===== src/rtl/integer_loader_if.sv =====
// Byte-stream handshake used to feed the integer loader, plus the enum type
// shared between the loader and the integer-types top it drives.
package integer_loader_pkg;
    typedef enum int {A = 0, B = 1, C = 45, D = 123789} enum_e;
endpackage

interface integer_loader_if;
    logic [7:0] s_data;
    logic       s_valid;
    logic       s_ready;

    modport master (output s_data, output s_valid, input s_ready);
    modport slave  (input s_data, input s_valid, output s_ready);
endinterface


===== src/rtl/integer_loader.sv =====
// Assembles [selector, payload LE] frames from a byte stream and commits each
// one atomically to the matching integer-typed output register.
module integer_loader
    import integer_loader_pkg::*;
#(
    parameter int TIMEOUT_CYCLES = 0
) (
    input  logic              clk,
    input  logic              rst_n,
    integer_loader_if.slave   s,
    output enum_e             enum_output,
    output byte               byte_output,
    output shortint           shortint_output,
    output int                int_output,
    output longint            longint_output,
    output integer            integer_output,
    output logic              busy,
    output logic              done,
    output logic              err
);

    localparam logic [1:0] IDLE   = 2'd0;
    localparam logic [1:0] LOAD   = 2'd1;
    localparam logic [1:0] COMMIT = 2'd2;

    localparam logic [15:0] TIMEOUT = TIMEOUT_CYCLES[15:0];

    logic [1:0]  state;
    logic [2:0]  sel;
    logic [63:0] shreg;
    logic [3:0]  cnt;
    logic [15:0] idle_cnt;
    logic [15:0] idle_nxt;
    logic [3:0]  last_idx;
    logic        accept;
    logic        timeout_hit;
    logic        enum_legal;

    assign s.s_ready   = (state != COMMIT);
    assign busy        = (state != IDLE);
    assign accept      = s.s_valid && s.s_ready;
    assign idle_nxt    = idle_cnt + 16'd1;
    assign timeout_hit = (TIMEOUT_CYCLES > 0) && (idle_nxt == TIMEOUT);
    assign enum_legal  = (shreg[31:0] == 32'd0)  || (shreg[31:0] == 32'd1) ||
                         (shreg[31:0] == 32'd45) || (shreg[31:0] == 32'd123789);

    // Index of the final payload byte for the latched selector.
    always_comb begin
        last_idx = 4'd3;
        case (sel)
            3'd1:    last_idx = 4'd0;
            3'd2:    last_idx = 4'd1;
            3'd4:    last_idx = 4'd7;
            default: last_idx = 4'd3;
        endcase
    end

    always_ff @(posedge clk or negedge rst_n) begin
        if (!rst_n) begin
            state           <= IDLE;
            sel             <= 3'd0;
            shreg           <= 64'd0;
            cnt             <= 4'd0;
            idle_cnt        <= 16'd0;
            done            <= 1'b0;
            err             <= 1'b0;
            enum_output     <= A;
            byte_output     <= 8'sd0;
            shortint_output <= 16'sd0;
            int_output      <= 32'sd0;
            longint_output  <= 64'sd0;
            integer_output  <= 32'sd0;
        end else begin
            done <= 1'b0;
            err  <= 1'b0;
            case (state)
                IDLE: begin
                    if (accept) begin
                        if (s.s_data <= 8'd5) begin
                            sel      <= s.s_data[2:0];
                            shreg    <= 64'd0;
                            cnt      <= 4'd0;
                            idle_cnt <= 16'd0;
                            state    <= LOAD;
                        end else if (s.s_data == 8'd6) begin
                            sel   <= 3'd6;
                            state <= COMMIT;
                        end else begin
                            err <= 1'b1;
                        end
                    end
                end
                LOAD: begin
                    if (accept) begin
                        shreg[{cnt[2:0], 3'b000} +: 8] <= s.s_data;
                        cnt      <= cnt + 4'd1;
                        idle_cnt <= 16'd0;
                        if (cnt == last_idx)
                            state <= COMMIT;
                    end else if (timeout_hit) begin
                        // Partial frame is dropped; outputs keep their values.
                        err      <= 1'b1;
                        idle_cnt <= 16'd0;
                        state    <= IDLE;
                    end else begin
                        idle_cnt <= idle_nxt;
                    end
                end
                COMMIT: begin
                    state <= IDLE;
                    case (sel)
                        3'd0: begin
                            if (enum_legal) begin
                                enum_output <= enum_e'(shreg[31:0]);
                                done        <= 1'b1;
                            end else begin
                                err <= 1'b1;
                            end
                        end
                        3'd1: begin byte_output     <= shreg[7:0];  done <= 1'b1; end
                        3'd2: begin shortint_output <= shreg[15:0]; done <= 1'b1; end
                        3'd3: begin int_output      <= shreg[31:0]; done <= 1'b1; end
                        3'd4: begin longint_output  <= shreg;       done <= 1'b1; end
                        3'd5: begin integer_output  <= shreg[31:0]; done <= 1'b1; end
                        default: begin
                            enum_output     <= A;
                            byte_output     <= 8'sd0;
                            shortint_output <= 16'sd0;
                            int_output      <= 32'sd0;
                            longint_output  <= 64'sd0;
                            integer_output  <= 32'sd0;
                            done            <= 1'b1;
                        end
                    endcase
                end
                default: state <= IDLE;
            endcase
        end
    end

endmodule


===== src/flat_wrapper.sv =====
// flat-port wrapper written by rule: the top's interface ports become plain ports
module integer_loader_flat import integer_loader_pkg::*;
#(
    parameter int TIMEOUT_CYCLES = 0
)
  (clk, rst_n, enum_output, byte_output, shortint_output, int_output, longint_output, integer_output, busy, done, err, s_s_data, s_s_valid, s_s_ready);
  integer_loader_if s_i ();
  input  logic clk;
  input  logic rst_n;
  output enum_e enum_output;
  output byte byte_output;
  output shortint shortint_output;
  output int int_output;
  output longint longint_output;
  output integer integer_output;
  output logic busy;
  output logic done;
  output logic err;
  input wire logic [$bits(s_i.s_data)-1:0] s_s_data;
  input wire logic [$bits(s_i.s_valid)-1:0] s_s_valid;
  output wire logic [$bits(s_i.s_ready)-1:0] s_s_ready;
  assign s_i.s_data = s_s_data;
  assign s_i.s_valid = s_s_valid;
  assign s_s_ready = s_i.s_ready;
  integer_loader #(.TIMEOUT_CYCLES(TIMEOUT_CYCLES)) u_core (.clk(clk), .rst_n(rst_n), .s(s_i), .enum_output(enum_output), .byte_output(byte_output), .shortint_output(shortint_output), .int_output(int_output), .longint_output(longint_output), .integer_output(integer_output), .busy(busy), .done(done), .err(err));
endmodule

===== config.mk =====
export PLATFORM = sky130hd
export DESIGN_NAME = integer_loader_flat
export DESIGN_NICKNAME = d
export VERILOG_FILES = /design/src/rtl/integer_loader_if.sv /design/src/rtl/integer_loader.sv /design/src/flat_wrapper.sv
export SDC_FILE = /design/constraint.sdc
export NUM_CORES = 1
export LEC_CHECK = 0
export BUFFER_PORTS_ARGS = -buffer_cell sky130_fd_sc_hd__buf_2
export CAP_MARGIN = 25
export CORE_MARGIN = 2
export CORE_UTILIZATION = 55
export DETAILED_ROUTE_END_ITERATION = 8
export GPL_TIMING_DRIVEN = 1
export PLACE_DENSITY = 0.79
export SYNTH_ARGS = -nofsm -noshare
export SYNTH_HDL_FRONTEND = slang
export SYNTH_SLANG_ARGS = --single-unit
export TNS_END_PERCENT = 5

===== constraint.sdc =====
create_clock -name clk -period 3.2 [get_ports clk]
set_input_delay 0.48 -clock clk [delete_from_list [all_inputs] [get_ports clk]]
set_output_delay 0.48 -clock clk [all_outputs]
set_load 0.05 [all_outputs]

### After elaboration in Yosys (flattened, before gate mapping)

Index checks and enable logic that the tools add are counted.
Widths: inputs -> output; s select.

| storage, ports and cells | value |
|---|---|
| register bits after elaboration | 259 |
| input bits | 11 |
| output and inout bits | 188 |

| operators by class | value |
|---|---|
| add/subtract/negate cells | 2 |
| magnitude comparators | 1 |
| eq/ne operators | 19 |
| shift-type cells | 2 |
| muxes and demuxes | 34 |
| bitwise operators | 6 |
| reduce and logical (&&, ||, !) cells | 25 |

Operators by type and width:

| operator | count |
|---|---|
| $pmux 64 s2 | 2 |
| $mux 64 | 3 |
| $pmux 32 s2 | 3 |
| $bwmux 64 | 1 |
| $shift 8x8->64 const A | 1 |
| $shiftx 8x8->64 | 1 |
| $eq 32x1->1 const B | 1 |
| $eq 32x17->1 const B | 1 |
| $eq 32x6->1 const B | 1 |
| $logic_not 32->1 | 1 |
| $mux 32 | 1 |
| $pmux 16 s2 | 1 |
| $reduce_or 5->1 | 6 |
| $pmux 8 s2 | 1 |
| $mux 4 | 3 |
| $mux 2 | 5 |
| $ne 2x1->1 const B | 5 |
| $reduce_and 2->1 | 5 |
| $pmux 3 s3 | 1 |
| $eq 8x3->1 const B | 1 |
| $le 8x3->1 const B | 1 |
| $mux 1 | 8 |
| $neg 6->8 | 1 |
| $pmux 4 s2 | 1 |
| 20 further kinds | 34 |

### Depth between registers and ports, before layout

| logic depth | value |
|---|---|
| depth in word-level cells | 7 |
| gate-level depth with buffers | 9 |
| gate-level depth less buffers | 7 |

### Worst setup path after synthesis

No wires, ideal clock.

| path | value |
|---|---|
| path type | register to register |
| start | register u_core.cnt[0] |
| end | register u_core.shreg[1] |
| library setup time | 0.121 ns |
| arrival | 2.346 ns |
| data required time | 3.079 ns |
| slack | 0.733 ns |
| cell stages (with the launch flop) | 9 |
| path buffers | 2 |
| cell sequence | dfrtp_1 > clkbuf_1 > inv_1 > ha_1 > ha_1 > clkbuf_1 > nor4b_2 > o21bai_1 > a22o_1 |

| on the way | value |
|---|---|
| longest elaborated chain between the ends | 5 |
| elaborated cells between the ends (all ways) | 6 |
| those cells by class | 1 x add/sub; 2 x shift; 3 x mux |

RTL lines:

| element | line | source |
|---|---|---|
| start, declared | integer_loader.sv:31 | `logic [3:0] cnt;` |
| start signal, assigned | integer_loader.sv:96 | `cnt <= cnt + 4'd1;` |
| $neg 6->8 * | integer_loader.sv:95 | `shreg[{cnt[2:0], 3'b000} +: 8] <= s.s_data;` |
| $shiftx 8x8->64 or $shift 8x8->64 (tied branches) | integer_loader.sv:95 |  |
| $bwmux 64 * | integer_loader.sv:95 |  |
| $mux 64 * | integer_loader.sv:94 | `if (accept) begin` |
| $pmux 64 s2 * | integer_loader.sv:76 | `case (state)` |
| end signal, assigned by index | integer_loader.sv:95 |  |
| end, declared | integer_loader.sv:30 | `logic [63:0] shreg;` |

Mark *: on every way between the ends. The rest lies on a longest branch, timed or not. The select of a mux whose other input is x is not followed.
A chain may end at the register's enable or synchronous reset.

### Worst setup path after layout

| path | value |
|---|---|
| start | register u_core.cnt[0] |
| end | register u_core.shreg[0] |

The elaborated chain is that of the path after synthesis.

==> results.cfg <==
[status]
status = finished clean

[layout]
layout_commonest_cell = nand2_1
nets = 1205
fin_cells = 1441
final_cell_mix = nand2_1, dfrtp_1, buf_2
area_delta_synth_final_pct = 20.6
drive_gt1_frac = 0.230
fillCellCount = 1416
antenna_cells = 0

[synthesis]
avgSynthCellArea_um2 = 10.2
syn_nets = 1031
yosysWarnings = 0
synth-async-reset-ratio = 1.00
ys_seq_elements = 259
synth.distinct_cells = 50
synth_top_flop_cell = dfrtp_1
synth_top_area_frac = 0.625
syn_inst = 1013
syn_area_um2 = 10400
yosysTopAreaCell = dfrtp_1
synth-edff-count = 0
synth_area_leaders = dfrtp_1, nand2_1, o21ai_0, a22o_1, clkbuf_1
yosysSeqAreaShare = 0.625

[clock_tree]
h-tree-depth = 1
clockRootBuffer = clkbuf_16
clk_latency_ns = 0.54
cts_resized = 0
clk_transition_reported_paths_ns = 0.06
clockBufferDepth = 3
cts_tree = done
numCtsBuffers = 26
clock-sinks = 259
cts_setup_buffers = 0

[power]
internal-power_w = 0.00582
p_per_area_nw_per_um2 = 674
seq_power_share = 0.450
p_sw_w = 0.00261
switching_share = 0.310
finalPower_w = 0.00843
leakagePower_nw = 6.42
ir_drop_mv = 0.459
share_comb_of_total_power = 0.164
clkPwrFrac = 0.386

[timing]
relSlewSlack = 0.457
post-route-period-util = 0.852
setup_tns_ns = 0
tightest_slew_ns = 0.810
rsz0062_at_grt = no
final.setup_skew_ns = 0.0188
period_needed_ns = 2.73
max_freq_mhz = 367
finalHoldViolCount = 0
setup_viol = 0
slew_violations = 0

[global_route]
grt_pass1_vias = 7809
grt_max_degree = 90
grt_antenna_before_repair = 0
grt.total_usage = 0.272
grt_overflow = 0
grt_pass1_wl_um = 43200

[placement]
dp_cells = 1392
dp_hpwl_um = 17500
gp_congestion = 0.946
portBuffers = 198

[routing]
post_drt_wl_per_cell_um = 18.8
drc = 0
dr.pass1.iters = 6
drtIter0Drc = 639
num_vias = 8250
routed_wl_um = 27100
final_antenna_net_count = 0
viasPerCell = 5.73

[critical_path]
slowest_delay_ns = 0.62
reg2regPathDepth = 6
timing.critical_path.slowest_stage_cell = dfrtp_1
critical_path.most_common_cell = ha_1
r2r_end = u_core.shreg[0]$_DFFE_PN0P_
arrival_ns = 3.14
worstSetupPathType = register to register
cp.required_ns = 3.62
path_max_fanout = 16
reg2reg_slack_ns = 0.47
cp-end-kind = register
timing.rr.start = u_core.cnt[0]$_DFFE_PN0P_
critPathLaunchType = register
path_cells = inv_1 > ha_1 > ha_1 > nor4b_2 > o21bai_1 > a22o_1

[worst_hold_path]
min_from = s_s_valid
hold_class = input pin to register
whs_endpoint = u_core.state[0]$_DFFE_PN0P_
hold_path_depth = 2

[die]
row_count = 50
core-area_um2 = 18600
die_w_um = 141
die_area_um2 = 20000
start_util = 0.558
die_h_um = 141
ios = 199

[flow_run]
drv_cap = 0
stage by stage:
stage / hold WS, ns / utilization / area, µm² / setup slack, ns
final: 0.266 / 0.673 / 12500 / 0.474
after floorplan: 0.184 / - / 10400 / 0.733
after global placement: 0.446 / 0.622 / 11600 / 0.680
after CTS: 0.244 / 0.673 / 12500 / 0.533
after detailed placement: 0.451 / 0.622 / 11600 / 0.590
after global routing: 0.261 / 0.673 / 12500 / 0.291
final cells by class:
type / instances / area, µm² / share of cell area
multi-input cells: 673 / 3560 / 0.285
inverters: 8 / 30.0 / 0.00240
repair buffers: 219 / 1210 / 0.0968
well taps: 234 / 293 / 0.0234
clock buffers: 32 / 734 / 0.0587
flip-flops and latches: 259 / 6480 / 0.518
clock inverters: 16 / 196 / 0.0157
flip-flops by register name (all words and copies together), names as in the netlist:
name and flops:
u_core.byte_output 8, u_core.cnt 4, u_core.done 1, u_core.enum_output 32
u_core.err 1, u_core.int_output 32, u_core.integer_output 32, u_core.longint_output 64
u_core.sel 3, u_core.shortint_output 16, u_core.shreg 64, u_core.state 2
Yosys cell counts (5+ instances only):
| library cell | n |
|---|---|
| a21o_1 | 7 |
| a22o_1 | 52 |
| a32o_1 | 18 |
| and2_1 | 26 |
| buf_1 | 7 |
| buf_2 | 8 |
| buf_6 | 5 |
| clkbuf_1 | 51 |
| dfrtp_1 | 259 |
| ha_1 | 7 |
| inv_1 | 8 |
| nand2_1 | 316 |
| nand3_1 | 38 |
| nor2_1 | 7 |
| nor3_1 | 12 |
| nor4_1 | 8 |
| o21ai_0 | 125 |
power by group through the flow:
| stage | logic [W] | clock network (W) | registers (W) |
|---|---|---|---|
| global placement | 0.00133 | 0 | 0.00383 |
| CTS | 0.00136 | 0.00329 | 0.00378 |
| finish | 0.00138 | 0.00325 | 0.00380 |
| floorplan | 0.000945 | 0 | 0.00376 |
| detailed placement | 0.00136 | 0 | 0.00384 |
| global route | 0.00150 | 0.00344 | 0.00382 |
cell families after synthesis:
family,count (synthesis),synth area share
adders and majority gates,7,0.00844
AOI/OAI and AO/OA,227,0.147
muxes,2,0.00217
and+or+nand+nor,435,0.182
xor gates and xnor gates,2,0.00169
buffers and inverters,81,0.0344
DFF,259,0.625
critical path: cells and delay by family (launching register included):
kind / cells / cell delay, ns
compound gates: 2 / 0.66
flops: 1 / 0.62
fa+ha+maj: 2 / 0.61
simple gates: 1 / 0.59
buf+inv: 1 / 0.13
layer usage:
metal	vias to the layer above	share of wire	GRT usage
li1	3807	-	-
met1	4050	0.42	0.394
met2	357	0.48	0.436
met3	36	0.077	0.0442
met4	0	0.019	0.0668
met5	-	0	0
worst max-delay path by stage:
stage | startpoint | endpoint | slack [ns] | cells past startpoint
floorplan | u_core.cnt[0]$_DFFE_PN0P_ | u_core.shreg[1]$_DFFE_PN0P_ | 0.73 | 8
global placement | u_core.cnt[0]$_DFFE_PN0P_ | u_core.shreg[1]$_DFFE_PN0P_ | 0.68 | 6
global route | u_core.cnt[0]$_DFFE_PN0P_ | u_core.shreg[0]$_DFFE_PN0P_ | 0.29 | 6
detailed placement | u_core.cnt[0]$_DFFE_PN0P_ | u_core.shreg[1]$_DFFE_PN0P_ | 0.59 | 6
finish | u_core.cnt[0]$_DFFE_PN0P_ | u_core.shreg[0]$_DFFE_PN0P_ | 0.47 | 6
CTS | u_core.cnt[0]$_DFFE_PN0P_ | u_core.shreg[0]$_DFFE_PN0P_ | 0.53 | 6
what timing repair did:
item	in CTS	in global routing
setup endpoints to repair	0	0
hold endpoints to repair	62	0
hold buffers	1	0
Power figures use the tool's default switching activity.
